$ cat config.mk
export PLATFORM = sky130hd
export DESIGN_NAME = zkey_event
export DESIGN_NICKNAME = d
export VERILOG_FILES = /design/src/rtl/zkey_event.sv
export SDC_FILE = /design/constraint.sdc
export NUM_CORES = 1
export LEC_CHECK = 0
export BUFFER_PORTS_ARGS = -buffer_cell sky130_fd_sc_hd__buf_2
export CAP_MARGIN = 15
export CORE_UTILIZATION = 45
export DETAILED_ROUTE_END_ITERATION = 8
export SYNTH_ARGS = -nofsm -noshare
export SYNTH_HDL_FRONTEND = slang
export SYNTH_SLANG_ARGS = --single-unit
$ cat constraint.sdc
create_clock -name clk -period 6.4 [get_ports clk]
set_clock_uncertainty 0.1 [all_clocks]
set_input_delay 0 -clock clk [delete_from_list [all_inputs] [get_ports clk]]
set_output_delay 0 -clock clk [all_outputs]
set_load 0.02 [all_outputs]
$ cat src/rtl/zkey_event.sv
// rtl/zkey_event.sv - turns debounced button levels into queued PRESS/RELEASE/LONG/REPEAT key events
module zkey_event #(
    parameter logic [23:0] LONG_CNT   = 24'd5_000_000,
    parameter logic [23:0] REP_CNT    = 24'd1_000_000,
    parameter int          FIFO_DEPTH = 4
) (
    input  logic       clk,
    input  logic       rst_n,
    input  logic       en,
    input  logic [3:0] iButton,
    output logic       oEvtValid,
    input  logic       iEvtReady,
    output logic [1:0] oEvtKey,
    output logic [1:0] oEvtType,
    output logic       oOverflow
);

    localparam int AW = $clog2(FIFO_DEPTH);

    localparam logic [1:0] EV_PRESS   = 2'd0;
    localparam logic [1:0] EV_RELEASE = 2'd1;
    localparam logic [1:0] EV_LONG    = 2'd2;
    localparam logic [1:0] EV_REPEAT  = 2'd3;

    typedef enum logic [1:0] {
        ST_IDLE = 2'd0,
        ST_HOLD = 2'd1,
        ST_RPT  = 2'd2
    } state_t;

    state_t      state_q [4];
    state_t      state_d [4];
    logic [23:0] cnt_q   [4];
    logic [23:0] cnt_d   [4];
    logic [3:0]  prev_q;
    logic [3:0]  rise;
    logic [3:0]  fall;
    logic [3:0]  ev_fire;
    logic [1:0]  ev_type [4];

    logic [3:0]  slot_vld_q;
    logic [1:0]  slot_type_q [4];

    logic [3:0]  mem_q [FIFO_DEPTH];
    logic [AW:0] wr_ptr_q;
    logic [AW:0] rd_ptr_q;
    logic        fifo_empty;
    logic        fifo_full;
    logic        pop;
    logic        push;
    logic        sel_vld;
    logic [1:0]  sel_idx;

    assign rise = iButton & ~prev_q;
    assign fall = ~iButton & prev_q;

    // prev tracks the level even while disabled, so a key held across en rising gives no PRESS
    always_ff @(posedge clk or negedge rst_n) begin
        if (!rst_n) begin
            prev_q <= 4'b0000;
        end else begin
            prev_q <= iButton;
        end
    end

    always_ff @(posedge clk or negedge rst_n) begin
        if (!rst_n) begin
            for (int i = 0; i < 4; i++) begin
                state_q[i] <= ST_IDLE;
                cnt_q[i]   <= 24'd0;
            end
        end else begin
            for (int i = 0; i < 4; i++) begin
                state_q[i] <= state_d[i];
                cnt_q[i]   <= cnt_d[i];
            end
        end
    end

    // A fall is checked first so it wins over a LONG/REPEAT in the same cycle
    always_comb begin
        for (int i = 0; i < 4; i++) begin
            state_d[i] = state_q[i];
            cnt_d[i]   = cnt_q[i];
            ev_fire[i] = 1'b0;
            ev_type[i] = EV_PRESS;
            if (!en) begin
                state_d[i] = ST_IDLE;
                cnt_d[i]   = 24'd0;
            end else begin
                case (state_q[i])
                    ST_IDLE: begin
                        if (rise[i]) begin
                            ev_fire[i] = 1'b1;
                            ev_type[i] = EV_PRESS;
                            cnt_d[i]   = 24'd1;
                            state_d[i] = ST_HOLD;
                        end
                    end
                    ST_HOLD: begin
                        if (fall[i]) begin
                            ev_fire[i] = 1'b1;
                            ev_type[i] = EV_RELEASE;
                            cnt_d[i]   = 24'd0;
                            state_d[i] = ST_IDLE;
                        end else if (cnt_q[i] == LONG_CNT) begin
                            ev_fire[i] = 1'b1;
                            ev_type[i] = EV_LONG;
                            cnt_d[i]   = 24'd1;
                            state_d[i] = ST_RPT;
                        end else begin
                            cnt_d[i] = cnt_q[i] + 24'd1;
                        end
                    end
                    ST_RPT: begin
                        if (fall[i]) begin
                            ev_fire[i] = 1'b1;
                            ev_type[i] = EV_RELEASE;
                            cnt_d[i]   = 24'd0;
                            state_d[i] = ST_IDLE;
                        end else if (cnt_q[i] == REP_CNT) begin
                            ev_fire[i] = 1'b1;
                            ev_type[i] = EV_REPEAT;
                            cnt_d[i]   = 24'd1;
                        end else begin
                            cnt_d[i] = cnt_q[i] + 24'd1;
                        end
                    end
                    default: begin
                        state_d[i] = ST_IDLE;
                        cnt_d[i]   = 24'd0;
                    end
                endcase
            end
        end
    end

    always_comb begin
        sel_vld = 1'b0;
        sel_idx = 2'd0;
        for (int i = 3; i >= 0; i--) begin
            if (slot_vld_q[i]) begin
                sel_vld = 1'b1;
                sel_idx = 2'(i);
            end
        end
    end

    assign fifo_empty = (wr_ptr_q == rd_ptr_q);
    assign fifo_full  = ((wr_ptr_q ^ rd_ptr_q) == {1'b1, {AW{1'b0}}});
    assign pop        = ~fifo_empty & iEvtReady;
    assign push       = sel_vld & (~fifo_full | pop);

    // Occupancy is judged on the registered flag: a slot drained this cycle still rejects a new event
    always_ff @(posedge clk or negedge rst_n) begin
        if (!rst_n) begin
            slot_vld_q <= 4'b0000;
            for (int i = 0; i < 4; i++) begin
                slot_type_q[i] <= 2'd0;
            end
            oOverflow <= 1'b0;
        end else begin
            for (int i = 0; i < 4; i++) begin
                if (slot_vld_q[i]) begin
                    if (push && (sel_idx == 2'(i))) begin
                        slot_vld_q[i] <= 1'b0;
                    end
                end else if (ev_fire[i]) begin
                    slot_vld_q[i]  <= 1'b1;
                    slot_type_q[i] <= ev_type[i];
                end
            end
            if (|(ev_fire & slot_vld_q)) begin
                oOverflow <= 1'b1;
            end
        end
    end

    always_ff @(posedge clk or negedge rst_n) begin
        if (!rst_n) begin
            wr_ptr_q <= '0;
            rd_ptr_q <= '0;
            for (int i = 0; i < FIFO_DEPTH; i++) begin
                mem_q[i] <= 4'd0;
            end
        end else begin
            if (push) begin
                mem_q[wr_ptr_q[AW-1:0]] <= {sel_idx, slot_type_q[sel_idx]};
                wr_ptr_q                <= wr_ptr_q + 1'b1;
            end
            if (pop) begin
                rd_ptr_q <= rd_ptr_q + 1'b1;
            end
        end
    end

    assign oEvtValid = ~fifo_empty;
    assign oEvtKey   = mem_q[rd_ptr_q[AW-1:0]][3:2];
    assign oEvtType  = mem_q[rd_ptr_q[AW-1:0]][1:0];

endmodule

# Word level (Yosys, flattened, before mapping)

Cells that the tools add are included.

Add/subtract/negate cells: 6
Magnitude comparators: 4
Equality and inequality tests: 33
Muxes and demuxes: 133
Bitwise logic cells: 18
Reduce and logical (&&, ||, !) cells: 19

Operators with widths:

| kind                                                              | count |
|---|---|
| 24-bit 2-to-1 mux                                                 | 24 |
| 24-bit case mux with 3 select lines                               | 4 |
| 24-bit by 1-bit adder with 24-bit output, second input constant   | 4 |
| 24-bit by 20-bit == test with 1-bit output, second input constant | 4 |
| 24-bit by 23-bit == test with 1-bit output, second input constant | 4 |
| 2-bit 2-to-1 mux                                                  | 46 |
| 1-bit 2-to-1 mux                                                  | 40 |
| 3-bit inequality test, second input constant                      | 8 |
| 2-bit case mux with 3 select lines                                | 4 |
| 16-bit bitwise mux                                                | 1 |
| 4-bit inequality test, second input constant                      | 4 |
| 2-bit case mux with 2 select lines                                | 4 |
| 4-bit AND                                                         | 3 |
| 2-bit == test, second input constant                              | 6 |
| 4-bit 2-to-1 mux                                                  | 3 |
| 1-bit case mux with 3 select lines                                | 4 |
| 3-bit AND reduction                                               | 4 |
| 2-bit by 1-bit == test with 1-bit output, second input constant   | 5 |
| 2-bit logical NOT                                                 | 5 |
| 3-bit >= comparator, second input constant                        | 3 |
| 2-bit NOT with 3-bit output                                       | 3 |
| 4-bit binary-select mux with 2-bit select                         | 1 |
| 4-bit demux with 2-bit select                                     | 1 |
| 4-bit NOT                                                         | 2 |
| other kinds (12)                                                  | 26 |

Register bits: 143
Input port bits: 8
Output and inout bits: 6
Logic and storage cells: 234

# Depth between registers and ports, before layout

Word-level depth: 9
Gate-level depth with buffers: 10
Mapped depth without buffers: 8

# Worst setup path before layout

OpenSTA, ideal clock, no wires.

Path type: flip-flop to flip-flop
Start point: register cnt_q[0] (netlist name)
End point: register slot_type_q[0] (netlist name)
Setup time: 0.125 ns
Data arrival time: 2.235 ns
Required time: 6.175 ns
Setup slack: 3.940 ns
Stages on the path, launching flop included: 9
Buffers on the path: 0
Period minus slack after synthesis: 2.460 ns
Path through: dfrtp_1 > inv_1 > ha_1 > nor4b_1 > nand2_1 > or3_4 > o31a_1 > or3b_4 > mux2_4

Longest elaborated chain between the ends: 6
Elaborated cells on any way between the ends: 13
Those cells by class: eq/ne: 2; mux: 10; reduce/logical: 1

RTL lines:

| what                                                                                                            | RTL line | RTL |
|---|---|---|
| start: declaration                                                                                              | 33       | `logic [23:0] cnt_q [4];` |
| start signal: indexed assignment                                                                                | 75       | `cnt_q[i] <= cnt_d[i];` |
| 24-bit by 20-bit == test with 1-bit output / 24-bit by 23-bit == test with 1-bit output (equally long branches) | 121, 106 |  |
| 1-bit 2-to-1 mux, on equally long branches                                                                      | 121, 106 |  |
| 1-bit 2-to-1 mux, on equally long branches                                                                      | 116, 101 |  |
| 1-bit case mux with 3 select lines                                                                              | 91       | `case (state_q[i])` |
| 1-bit 2-to-1 mux                                                                                                | 87       | `if (!en) begin` |
| 2-bit AND reduction (no source line)                                                                            | --       |  |
| end signal: indexed assignment                                                                                  | 170      | `slot_type_q[i] <= ev_type[i];` |
| end: declaration                                                                                                | 42       | `logic [1:0] slot_type_q [4];` |

Several ways; a longest one is shown, not always the timed one.
A chain may end at the register's enable or synchronous reset.

# Worst setup path after layout

Start point: register cnt_q[0] (netlist name)
End point: register cnt_q[7] (netlist name)

Longest elaborated chain between the ends: 5
Elaborated cells on any way between the ends: 9
Those cells by class: add/sub: 1; eq/ne: 2; mux: 6

RTL lines:

| what                                                                   | RTL line |
|---|---|
| 24-bit by 1-bit adder with 24-bit output, or another cell as far along | 112, 126 |
| 24-bit 2-to-1 mux, on equally long branches                            | 121, 106 |
| 24-bit 2-to-1 mux, on equally long branches                            | 116, 101 |
| 24-bit case mux with 3 select lines (*)                                | 91 |
| 24-bit 2-to-1 mux (*)                                                  | 87 |

Mark *: on every way between the ends. The rest lies on a longest branch, timed or not.

==> impl_metrics.toml <==
[status]
outcome = "complete, no violations"

[sta]
min_period_ns = 2.839
drv_slew = 0
rsz0062_at_grt = "no"
worst_pin_slew_ns = 0.9073
finalCritPeriodShare_pct = 44.36
final.setup.tns_ns = 0
max_freq_mhz = 352.2
timing.final.ws_setup_ns = 3.561
finalSetupViolCount = 0
hold_viol = 0
slew_headroom_pct = 39.52

[floorplan]
die_w_um = 138.9
ios = 14
die_height_um = 138.9
rows = 49
coreArea_um2 = 18150
initial_core_util_pct = 46.50
die-area_um2 = 19300

[power]
ir_worst_vdd_uv = 204.7
p_seq_share_pct = 39.3
leakagePower_nw = 3.897
clockPowerShare_pct = 33.7
power_frac_comb_pct = 27.0
power_density_nw_per_um2 = 300.9
swShare_pct = 34.18
p_int_mw = 1.843
power.switching_uw = 956.8

[layout]
diodes = 0
layout.nets = 978
final.fill_count = 1701
syn2layout_area_growth_pct = 10.25
fin_util_pct = 51.26
drive_gt1_share_pct = 9.053

[worst_setup_path]
critPathLaunchType = "register"
critPathRequiredTime_ns = 6.62
r2r-end = "cnt_q[7]$_DFFE_PN0P_"
cp_data_arrival_time_ns = 3.06
critPathKind = "reg -> reg"
critPathLaunch = "cnt_q[0]$_DFFE_PN0P_"
rr_worst_depth = 8
crit_end = "cnt_q[7]$_DFFE_PN0P_"
crit_path_end_kind = "register"
reg2reg_setup_slack_ns = 3.56
cp_max_fo = 9
rr_startpoint = "cnt_q[0]$_DFFE_PN0P_"

[detailed_routing]
finalWirelength_um = 18140
drcViolationCount = 0
first_iter_violations = 400
vias = 6760
first_pass_iters = 7
routed_via_density = 5.734
post_drt_wl_per_cell_um = 15.38
ant_nets = 0

[clock_tree]
h-tree-depth = 4
clkLatencyLatePin_ns = 0.43
clk_path_buf_depth = 2
clkTransAtPathRegs_ns = 0.06
cts_tree = "yes"
cts_buffers = 17
cts.sinks = 143
root_buffer = "clkbuf_16"

[grt]
grt_max_degree = 74
met3_usage_pct = 3.971
grt_pass1_wl_um = 31190
grt-busiest-layer = "met2"
first_global_vias = 6413
grtUsageMet2_pct = 30.25
grtUsageMet1_pct = 28.48
antenna_found_initial = 0
overflow = 0
grt_usage_pct = 19.87

[logic_synthesis]
synth_cell_types = 63
synthesis.area_um2 = 8438
synthesis.instances = 931
synth-seq-cells = 143
synth_xor_xnor_area_share_pct = 3.633
synth_mux_area_share_pct = 6.287
synth_nets = 972
synth_edf_count = 0
synthSimpleGateAreaFrac_pct = 24.87
ys.flop_type = "dfrtp_1"
synth_top_family_by_area = "simple AND/OR/NAND/NOR gates"
synth_warnings = 0
synth.avg_cell_area_um2 = 9.063
synth_adder_area_share_pct = 4.893
yosysSeqAreaShare_pct = 42.41
async_flop_share_pct = 100.0
synth_compound_area_share_pct = 14.46

[job]
maxCapViolCount = 0

[placed_design]
dp_hpwl_um = 12290
routabilityCongestion = 0.8479
numPortBuffers = 13
preCtsSetupSlack_ns = 3.585

[min_path]
min_path_type = "in -> async"
[worst min-delay path by stage]
stage / from / endpoint / slack [ns] / cells past startpoint
4_1_cts: rst_n / cnt_q[86]$_DFFE_PN0P_ / 0.09 / 2
3_5_place_dp: rst_n / cnt_q[86]$_DFFE_PN0P_ / -0.04 / 1
5_1_grt: rst_n / cnt_q[87]$_DFFE_PN0P_ / 0.12 / 2
2_1_floorplan: rst_n / cnt_q[0]$_DFFE_PN0P_ / -0.40 / 0
6_report: rst_n / cnt_q[87]$_DFFE_PN0P_ / 0.05 / 2
3_3_place_gp: rst_n / cnt_q[86]$_DFFE_PN0P_ / -0.03 / 1
[area by class of cell]
type                            count  area [um^2]  share of cell area (%)
Inverter                           39        146.4                   1.574
Timing Repair Buffer               23        163.9                   1.762
Multi-Input combinational cell    713         4572                   49.15
Tap cell                          229        286.5                   3.080
Clock inverter                     14        116.4                   1.251
Sequential cell                   143         3578                   38.47
Clock buffer                       18        439.2                   4.721
[logic make-up (layout without fill, tap and decap cells)]
family | count (synthesis) | after routing
adder cells (fa/ha/maj) | 33 | 33
flip-flops | 143 | 143
buffers and inverters | 75 | 94
AO/OA/AOI/OAI | 190 | 190
multiplexers | 45 | 45
AND/OR/NAND/NOR | 410 | 410
XOR/XNOR | 35 | 35
[stage by stage]
stage	hold WS [ns]	cell area [um^2]	power, mW	instances
after floorplan	-0.3956	8438	1.686	931
after global placement	-0.02887	8677	1.862	1140
after detailed placement	-0.03505	8677	1.869	1140
after CTS	0.08790	9303	2.828	1179
after global routing	0.1198	9303	2.974	1179
final	0.05116	9303	2.800	1179
[cell usage after synthesis, drive strengths merged, types with 4 or more instances]
cell,n,area [um^2]
a21o,6,45.04
a21oi,46,230.2
a22o,14,123.9
a31oi,33,206.5
a32o,4,40.04
a41oi,5,43.79
and2,10,62.56
and3,25,157.6
and4,8,70.07
buf,8,40.04
clkbuf,28,105.1
dfrtp,143,3578
ha,33,412.9
inv,39,146.4
mux2,21,240.2
mux2i,20,200.2
mux4,4,90.09
nand2,97,364.1
nand2b,14,87.58
nand3,60,300.3
nand4,28,175.2
nor2,80,300.3
nor2b,14,87.58
nor3,30,150.1
nor4,14,93.84
nor4b,9,85.08
o211ai,4,30.03
o21ai,42,210.2
o22ai,6,37.54
or2,4,25.02
or3,6,43.79
xnor2,22,192.7
xor2,13,113.9
[power by group through the flow]
stage / logic (mW) / registers [mW] / clock network, mW
final: 0.756 / 1.10 / 0.943
after global routing: 0.853 / 1.12 / 1.00
after CTS: 0.759 / 1.10 / 0.967
after detailed placement: 0.750 / 1.12 / 0
after global placement: 0.747 / 1.12 / 0
after floorplan: 0.612 / 1.07 / 0
[what timing repair did]
action / in CTS / in global routing
resized for setup: 0 / 0
endpoints found under the hold margin: 92 / 0
buffers inserted: 0 / 0
hold buffers: 7 / 0
[cell usage in the layout (no fill, tap or decap), types with 20 or more instances in the layout]
cell / n
dfrtp_1: 143
nor2_1: 80
mux2_2: 20
mux2i_1: 20
a21oi_1: 45
nand3_1: 60
ha_1: 33
a31oi_1: 33
nand4_1: 28
xnor2_1: 22
inv_1: 39
nand2_1: 97
and3_1: 24
o21ai_0: 42
nor3_1: 30
[state kept, by name, indices dropped and copies added (netlist names)]
register,flops
wr_ptr_q,3
mem_q,16
slot_vld_q,4
rd_ptr_q,3
oOverflow,1
slot_type_q,8
state_q,8
cnt_q,96
prev_q,4
[worst max-delay path: stages, from the launching register on]
cell and delay (ns):
dfrtp_1 0.42, inv_1 0.10, ha_1 0.14, nor4b_1 0.28, nand2_1 0.15, or3_4 0.42
a32oi_1 0.64, o21ai_0 0.21, a22o_2 0.28
[per-layer routing]
metal | vias up | part of all wire [%]
li1 | 3389 | -
met1 | 3256 | 52
met2 | 98 | 44
met3 | 17 | 3.0
met4 | 0 | 1.1
met5 | - | 0
Note: power is estimated with default switching activity, not from simulation.
